**config.mk**
```make
export PLATFORM = sky130hd
export DESIGN_NAME = serializer12_flat
export DESIGN_NICKNAME = d
export VERILOG_FILES = /design/src/rtl/serializer12_pkg.sv /design/src/rtl/serializer12_if.sv /design/src/rtl/serializer12_shift_reg12.sv /design/src/rtl/serializer12.sv /design/src/flat_wrapper.sv
export SDC_FILE = /design/constraint.sdc
export NUM_CORES = 1
export LEC_CHECK = 0
export BUFFER_PORTS_ARGS = -buffer_cell sky130_fd_sc_hd__buf_2
export CAP_MARGIN = 20
export CORE_MARGIN = 1.5
export CORE_UTILIZATION = 46
export CTS_CLUSTER_SIZE = 28
export DETAILED_ROUTE_END_ITERATION = 8
export PLACE_DENSITY = 0.84
export SYNTH_ARGS = -nofsm -noshare
export SYNTH_HDL_FRONTEND = slang
export SYNTH_SLANG_ARGS = --single-unit
```
**constraint.sdc**
```tcl
create_clock -name clk -period 1.2 [get_ports clk]
set_input_delay 0 -clock clk [delete_from_list [all_inputs] [get_ports clk]]
set_output_delay 0 -clock clk [all_outputs]
set_load 0.005 [all_outputs]
```
**src/rtl/serializer12_pkg.sv**
```systemverilog
// serializer12_pkg: state encoding and default word width for the serializer
package serializer12_pkg;
  localparam int WIDTH_DEF = 12;
  typedef enum logic [1:0] {IDLE = 2'b00, SHIFT = 2'b01, DONE = 2'b10} state_t;
endpackage

```
**src/rtl/serializer12_if.sv**
```systemverilog
// serializer12_if: load handshake, shift enable and serial outputs of the serializer
interface serializer12_if #(parameter int WIDTH = serializer12_pkg::WIDTH_DEF);
  logic [WIDTH-1:0] data_in;
  logic load;
  logic ready;
  logic en;
  logic sout;
  logic sout_valid;
  logic busy;
  logic done;
  modport master (output data_in, load, en, input ready, sout, sout_valid, busy, done);
  modport slave (input data_in, load, en, output ready, sout, sout_valid, busy, done);
endinterface

```
**src/rtl/serializer12_shift_reg12.sv**
```systemverilog
// shift_reg12: loadable shift register, zero-filling toward the selected output end
module shift_reg12 #(
  parameter int WIDTH = serializer12_pkg::WIDTH_DEF
) (
  input  logic             clk,
  input  logic             clr_n,
  input  logic             load,
  input  logic             shift_en,
  input  logic             lsb_first,
  input  logic [WIDTH-1:0] pin,
  output logic             sout
);
  logic [WIDTH-1:0] shreg_q, shreg_d;
  always_comb begin
    shreg_d = load ? pin : shift_en ? (lsb_first ? shreg_q >> 1 : shreg_q << 1) : shreg_q;
    sout = lsb_first ? shreg_q[0] : shreg_q[WIDTH-1];
  end
  always_ff @(posedge clk or negedge clr_n)
    if (!clr_n) shreg_q <= '0;
    else shreg_q <= shreg_d;
endmodule

```
**src/rtl/serializer12.sv**
```systemverilog
// serializer12: valid/ready loaded parallel-in serial-out transmitter with done pulse
module serializer12
  import serializer12_pkg::*;
#(
  parameter int WIDTH     = WIDTH_DEF,
  parameter bit LSB_FIRST = 1'b0
) (
  input logic           clk,
  input logic           clr_n,
  serializer12_if.slave bus
);
  localparam int CW = $clog2(WIDTH);
  state_t state_q, state_d;
  logic [CW-1:0] cnt_q, cnt_d;
  logic accept, shift, last, ser;
  always_ff @(posedge clk or negedge clr_n)
    if (!clr_n) begin
      state_q <= IDLE;
      cnt_q <= '0;
    end else begin
      state_q <= state_d;
      cnt_q <= cnt_d;
    end
  always_comb begin
    accept = state_q == IDLE && bus.load;
    shift = state_q == SHIFT && bus.en;
    last = cnt_q == CW'(WIDTH - 1);
    state_d = accept ? SHIFT : (shift && last) ? DONE : (state_q == DONE) ? IDLE : state_q;
    cnt_d = accept ? '0 : (shift && !last) ? cnt_q + 1'b1 : cnt_q;
  end
  // outputs depend on registered state only; sout is forced low outside SHIFT
  always_comb begin
    bus.ready = state_q == IDLE;
    bus.sout_valid = state_q == SHIFT;
    bus.sout = state_q == SHIFT && ser;
    bus.busy = state_q == SHIFT || state_q == DONE;
    bus.done = state_q == DONE;
  end
  shift_reg12 #(.WIDTH(WIDTH)) u_shreg (
    .clk(clk),
    .clr_n(clr_n),
    .load(accept),
    .shift_en(shift),
    .lsb_first(LSB_FIRST),
    .pin(bus.data_in),
    .sout(ser)
  );
endmodule

```
**src/flat_wrapper.sv**
```systemverilog
// flat-port wrapper written by rule: the top's interface ports become plain ports
module serializer12_flat import serializer12_pkg::*;
#(
  parameter int WIDTH     = WIDTH_DEF,
  parameter bit LSB_FIRST = 1'b0
)
  (clk, clr_n, bus_data_in, bus_load, bus_en, bus_ready, bus_sout, bus_sout_valid, bus_busy, bus_done);
  serializer12_if #(.WIDTH(WIDTH)) bus_i ();
  input logic clk;
  input logic clr_n;
  input wire logic [$bits(bus_i.data_in)-1:0] bus_data_in;
  input wire logic [$bits(bus_i.load)-1:0] bus_load;
  input wire logic [$bits(bus_i.en)-1:0] bus_en;
  output wire logic [$bits(bus_i.ready)-1:0] bus_ready;
  output wire logic [$bits(bus_i.sout)-1:0] bus_sout;
  output wire logic [$bits(bus_i.sout_valid)-1:0] bus_sout_valid;
  output wire logic [$bits(bus_i.busy)-1:0] bus_busy;
  output wire logic [$bits(bus_i.done)-1:0] bus_done;
  assign bus_i.data_in = bus_data_in;
  assign bus_i.load = bus_load;
  assign bus_i.en = bus_en;
  assign bus_ready = bus_i.ready;
  assign bus_sout = bus_i.sout;
  assign bus_sout_valid = bus_i.sout_valid;
  assign bus_busy = bus_i.busy;
  assign bus_done = bus_i.done;
  serializer12 #(.WIDTH(WIDTH), .LSB_FIRST(LSB_FIRST)) u_core (.clk(clk), .clr_n(clr_n), .bus(bus_i));
endmodule
```
# After elaboration in Yosys (flattened, before gate mapping)
# Index checks and enable logic that the tools add are counted.
dict set report classes {
  eq_ne 3
  n_reduce_logical 11
  addsub 1
  n_mux 7
}
# cell n
set op_table {}
lappend op_table {{12-bit two-way mux} 2}
lappend op_table {{4-bit two-way mux} 2}
lappend op_table {{2-bit two-way mux} 3}
lappend op_table {{1-bit logical AND} 5}
lappend op_table {{4-bit by 1-bit adder with 4-bit output, second input constant} 1}
lappend op_table {{4-bit == test, second input constant} 1}
lappend op_table {{2-bit nonzero test} 2}
lappend op_table {{3-bit nonzero test} 1}
lappend op_table {{2-bit by 1-bit == test with 1-bit output, second input constant} 1}
lappend op_table {{2-bit == test, second input constant} 1}
lappend op_table {{2-bit logical NOT} 1}
lappend op_table {{1-bit logical NOT} 1}
lappend op_table {{1-bit logical OR} 1}
dict set report totals {
  wordCells 25
  ff_bits 18
  input_bits 16
}

# Depth between registers and ports, before layout
dict set report logic_depth {
  word_depth 5
  depth_mapped 7
  mapped_depth_nobuf 5
}

# Modules after synthesis
# From an unflattened synthesis, not the netlist that was laid out.
dict set report unflattened {
  cells_unflattened 107
  hier_area_um2 1061.0
}
# mod area_per_inst_um2 seq_area_each_um2 instances cells_per_inst
set modules_own_cells {}
lappend modules_own_cells {shift_reg12 714.4 300.3 1 69}
lappend modules_own_cells {serializer12 346.6 150.1 1 38}

# Worst setup path before layout
# No wires, ideal clock.
dict set report synth_path {
  kind {register to register}
  start {register u_core.state_q[1]}
  end {register u_core.cnt_q[1]}
  setup_time_ns 0.129
  required_ns 1.071
  synth_period_minus_slack_ns 1.382
  path_buffers 1
  arrival_ns 1.253
  slack_ns -0.182
  path_stages_with_launch 7
  cell_sequence {dfrtp_1 inv_1 ha_1 nand2_4 buf_4 o211ai_1 o31ai_1}
}
dict set report synth_between {
  elab_chain_len 4
  word_cells_on_any_way 7
  cone_classes {eq/ne: 1; mux: 1; reduce/logical: 5}
}
# item line_no
set synth_lines {}
lappend synth_lines {{from (decl)} serializer12.sv:13} ;# state_t state_q, state_d;
lappend synth_lines {{from (signal assigned)} serializer12.sv:21} ;# state_q <= state_d;
lappend synth_lines {{2-bit by 1-bit == test with 1-bit output} n/a}
lappend synth_lines {{net bus_sout_valid} flat_wrapper.sv:16} ;# output wire logic [$bits(bus_i.sout_valid)-1:0] bus_sout_valid;
lappend synth_lines {{1-bit logical AND} serializer12.sv:26} ;# shift = state_q == SHIFT && bus.en;
lappend synth_lines {{1-bit logical AND} serializer12.sv:29} ;# cnt_d = accept ? '0 : (shift && !last) ? cnt_q + 1'b1 : cnt_q;
lappend synth_lines {{2-bit nonzero test (no line)} n/a}
lappend synth_lines {{to (signal assigned)} serializer12.sv:22} ;# cnt_q <= cnt_d;
lappend synth_lines {{to (decl)} serializer12.sv:14} ;# logic [CW-1:0] cnt_q, cnt_d;
# The timed path passes the listed nets, and every way through them passes these cells.
# A chain may end at the register's enable or synchronous reset.

# Worst setup path after layout
dict set report layout_path {
  start {register u_core.cnt_q[1]}
  end {register u_core.cnt_q[0]}
}
dict set report layout_between {
  elab_chain_len 4
}
# item line_no
set layout_lines {}
lappend layout_lines {{4-bit == test} serializer12.sv:27} ;# last = cnt_q == CW'(WIDTH - 1);
lappend layout_lines {{1-bit logical NOT} serializer12.sv:29}
lappend layout_lines {{1-bit logical AND} serializer12.sv:29}
lappend layout_lines {{2-bit nonzero test (no line)} n/a}
# No other way between the ends.

==> impl_metrics.ini <==
[timing]
period_share = 1.14
slew_headroom = 0.733
finalSetupViolCount = 16
hold_viol_final = 0
drv_slew = 0
setup_ws_ps = -169
clock_skew_ps = 11.7
fmax_ghz = 0.730
rsz0062_at_grt = true
fin_crit_ps = 1370
tightest_slew_ps = 401

[worst_hold_path]
min-delay-start = bus_en
min_to = u_core.state_q[1]
whs_path_depth = 3
hp-class = primary input to flip-flop

[outcome]
violations = setup timing
outcome = complete, but fails checks

[pwr]
intPower_w = 0.00183
leakagePower_nw = 0.668
power_density_nw_per_um2 = 2000
p_switching_w = 0.000987
finalPower_w = 0.00281
p_comb_frac = 0.507
peakVddDrop_v = 0.00134
p_seq_frac = 0.360
clockPowerShare = 0.132
switching_share = 0.351

[die]
initial_core_util = 0.507
die_h_um = 47.3
ios = 21
dieWidth_um = 47.3
die-area_um2 = 2240
row_count = 15
core_area_um2 = 1780

[cells_and_area]
fin_cells = 160
final_nets = 156
fin_util = 0.788
drive_above_1_share = 0.400
fill_cells = 115
area_growth_pct = 55.5
antenna_cells = 0

[grt]
first_global_vias = 744
grt_max_degree = 19
antenna_found_initial = 0
grt.overflow.total = 0
grt_pass1_wl_um = 3250
grt_usage = 0.214

[clocking]
clockBufferDepth = 2
numCtsBuffers = 3
worstSkewPairLatency_ps = 290
clk_pin_slew_worst_paths_ps = 110
cts_tree = done
htree_num_levels = 1
clock_sinks = 18
cts_root_buf = clkbuf_4

[synth]
synth_cell_types = 20
avgSynthCellArea_um2 = 10.3
yosys_warnings = 0
synth_top_cell_by_area = dfrtp_1
synth.area.top_cells = dfrtp_1 (50%), mux2i_1 (13%), nand2_1 (6.6%)
syn_area_um2 = 903
synthCells = 88
synth_top_area_frac = 0.499
synth_nets = 108
synth_seq_cells = 18
yosysSeqAreaShare = 0.499

[routing]
drt_iter0_drc = 12
firstDrtPassIters = 4
via_per_inst = 5.13
vias = 821
route.antenna.remaining_nets = 0
post_drt_wl_per_cell_um = 14.3
routed_wl_um = 2280
drc = 0

[critical_path]
worstPathArrival_ps = 1580
reg2reg_to = u_core.cnt_q[0]
critical_path.max_fanout = 5
critPathKind = flip-flop to flip-flop
ff2ff_path_depth = 4
required_ps = 1410
critPathLaunchType = flip-flop
timing.rr.start = u_core.cnt_q[1]
r2r_setup_slack_ps = -170
crit_path_end_kind = flip-flop

[placement]
place.gp.congestion = 0.773
numPortBuffers = 20
dp_hpwl_um = 1220
placed_cells = 136

[run]
cap_violations = 0
[metrics by stage]
step / setup WS, ps / area [µm²] / TNS, ps / hold WS [ps]
finish: -169 / 1410 / -952 / 29.8
global route: -243 / 1410 / -2090 / 21.3
floorplan: -52.6 / 943 / -594 / -296
CTS: -96.9 / 1300 / -647 / 63.1
detailed placement: -84.6 / 1110 / -757 / -53.7
global placement: -53.3 / 1110 / -286 / -59.9
[registers in the layout (all words and copies together) (netlist names)]
register,cells
u_core.cnt_q,4
u_core.state_q,2
u_core.u_shreg.shreg_q,12
[routing by layer]
layer  up-vias  routed length, µm  GRT usage
met5         -                  0          0
met4         0                 34     0.0722
met3         4                 57     0.0269
met2        19               1250      0.403
met1       397                935      0.246
li1        401                  -          -
[area by class of cell]
| cell class | count | area, µm² | share of cell area |
|---|---|---|---|
| multi-input combinational | 65 | 510 | 0.363 |
| sequential | 18 | 450 | 0.321 |
| timing repair buffer | 45 | 365 | 0.260 |
| clock buffer | 4 | 36.3 | 0.0258 |
| tap | 25 | 31.3 | 0.0223 |
| inverter | 3 | 11.3 | 0.00801 |
[cell usage after synthesis]
cell type   n
nand2_4     1
buf_4       1
buf_2       1
o211ai_1    1
inv_1       3
nor2_1      2
o21ai_0     6
o31ai_1     1
a21oi_1     3
and2_1      2
o21ai_1     7
ha_1        4
and3b_1     1
or3_1       2
a31o_1      1
nand3_1     4
dfrtp_1    18
nand2_1    16
mux2i_1    12
buf_6       2
[how the worst max path moves through the flow]
stage                           start                        end  slack (ps)  depth (start not counted)
finish                u_core.cnt_q[1]            u_core.cnt_q[0]        -170                          4
global route          u_core.cnt_q[1]            u_core.cnt_q[0]        -240                          4
CTS                   u_core.cnt_q[1]            u_core.cnt_q[0]        -100                          4
detailed placement  u_core.state_q[0]  u_core.u_shreg.shreg_q[6]         -80                          4
global placement      u_core.cnt_q[1]            u_core.cnt_q[0]         -50                          4
floorplan           u_core.state_q[0]  u_core.u_shreg.shreg_q[1]         -50                          7
[critical path, stage by stage (launching register included)]
cell and delay (ps):
dfrtp_1 400, ha_2 190, and3b_2 220, or3_1 320, a21oi_1 140
[layout by cell type (no fill, tap or decap), types with 2 or more instances in the layout]
| cell type | instances |
|---|---|
| clkbuf_4 | 3 |
| nand2_1 | 16 |
| o21ai_1 | 13 |
| buf_12 | 2 |
| ha_2 | 2 |
| and2_4 | 3 |
| buf_2 | 18 |
| buf_6 | 4 |
| inv_2 | 2 |
| mux2i_1 | 11 |
| ha_4 | 2 |
| nand3_1 | 2 |
| dlygate4sd3_1 | 13 |
| nor2_1 | 2 |
| a21oi_2 | 2 |
| buf_4 | 8 |
| dfrtp_1 | 18 |
[timing repair]
item | 4_1_cts | 5_1_grt
gates resized for setup | 10 | 13
pin swaps | 2 | 12
cloned | 1 | 1
hold endpoints to repair | 30 | 0
endpoints found under the setup margin | 21 | 21
buffers inserted | 2 | 4
hold buffers | 13 | 0
[cells by family (layout without fill, tap and decap cells)]
| kind of cell | count (synthesis) | count (layout) | share of synthesized area |
|---|---|---|---|
| mux | 12 | 12 | 0.133 |
| simple gates | 28 | 30 | 0.147 |
| fa+ha+maj | 4 | 4 | 0.0554 |
| compound gates | 19 | 19 | 0.115 |
| buf+inv | 7 | 52 | 0.0512 |
| flops | 18 | 18 | 0.499 |
[power groups by stage]
| stage | Combinational (W) | Clock, W | Sequential, W |
|---|---|---|---|
| after floorplan | 0.000733 | 0 | 0.000978 |
| after global placement | 0.00106 | 0 | 0.000992 |
| after detailed placement | 0.00110 | 0 | 0.00101 |
| after CTS | 0.00121 | 0.000373 | 0.000995 |
| after global routing | 0.00156 | 0.000403 | 0.00104 |
| final | 0.00143 | 0.000373 | 0.00101 |
(Power assumes the default switching activity.)
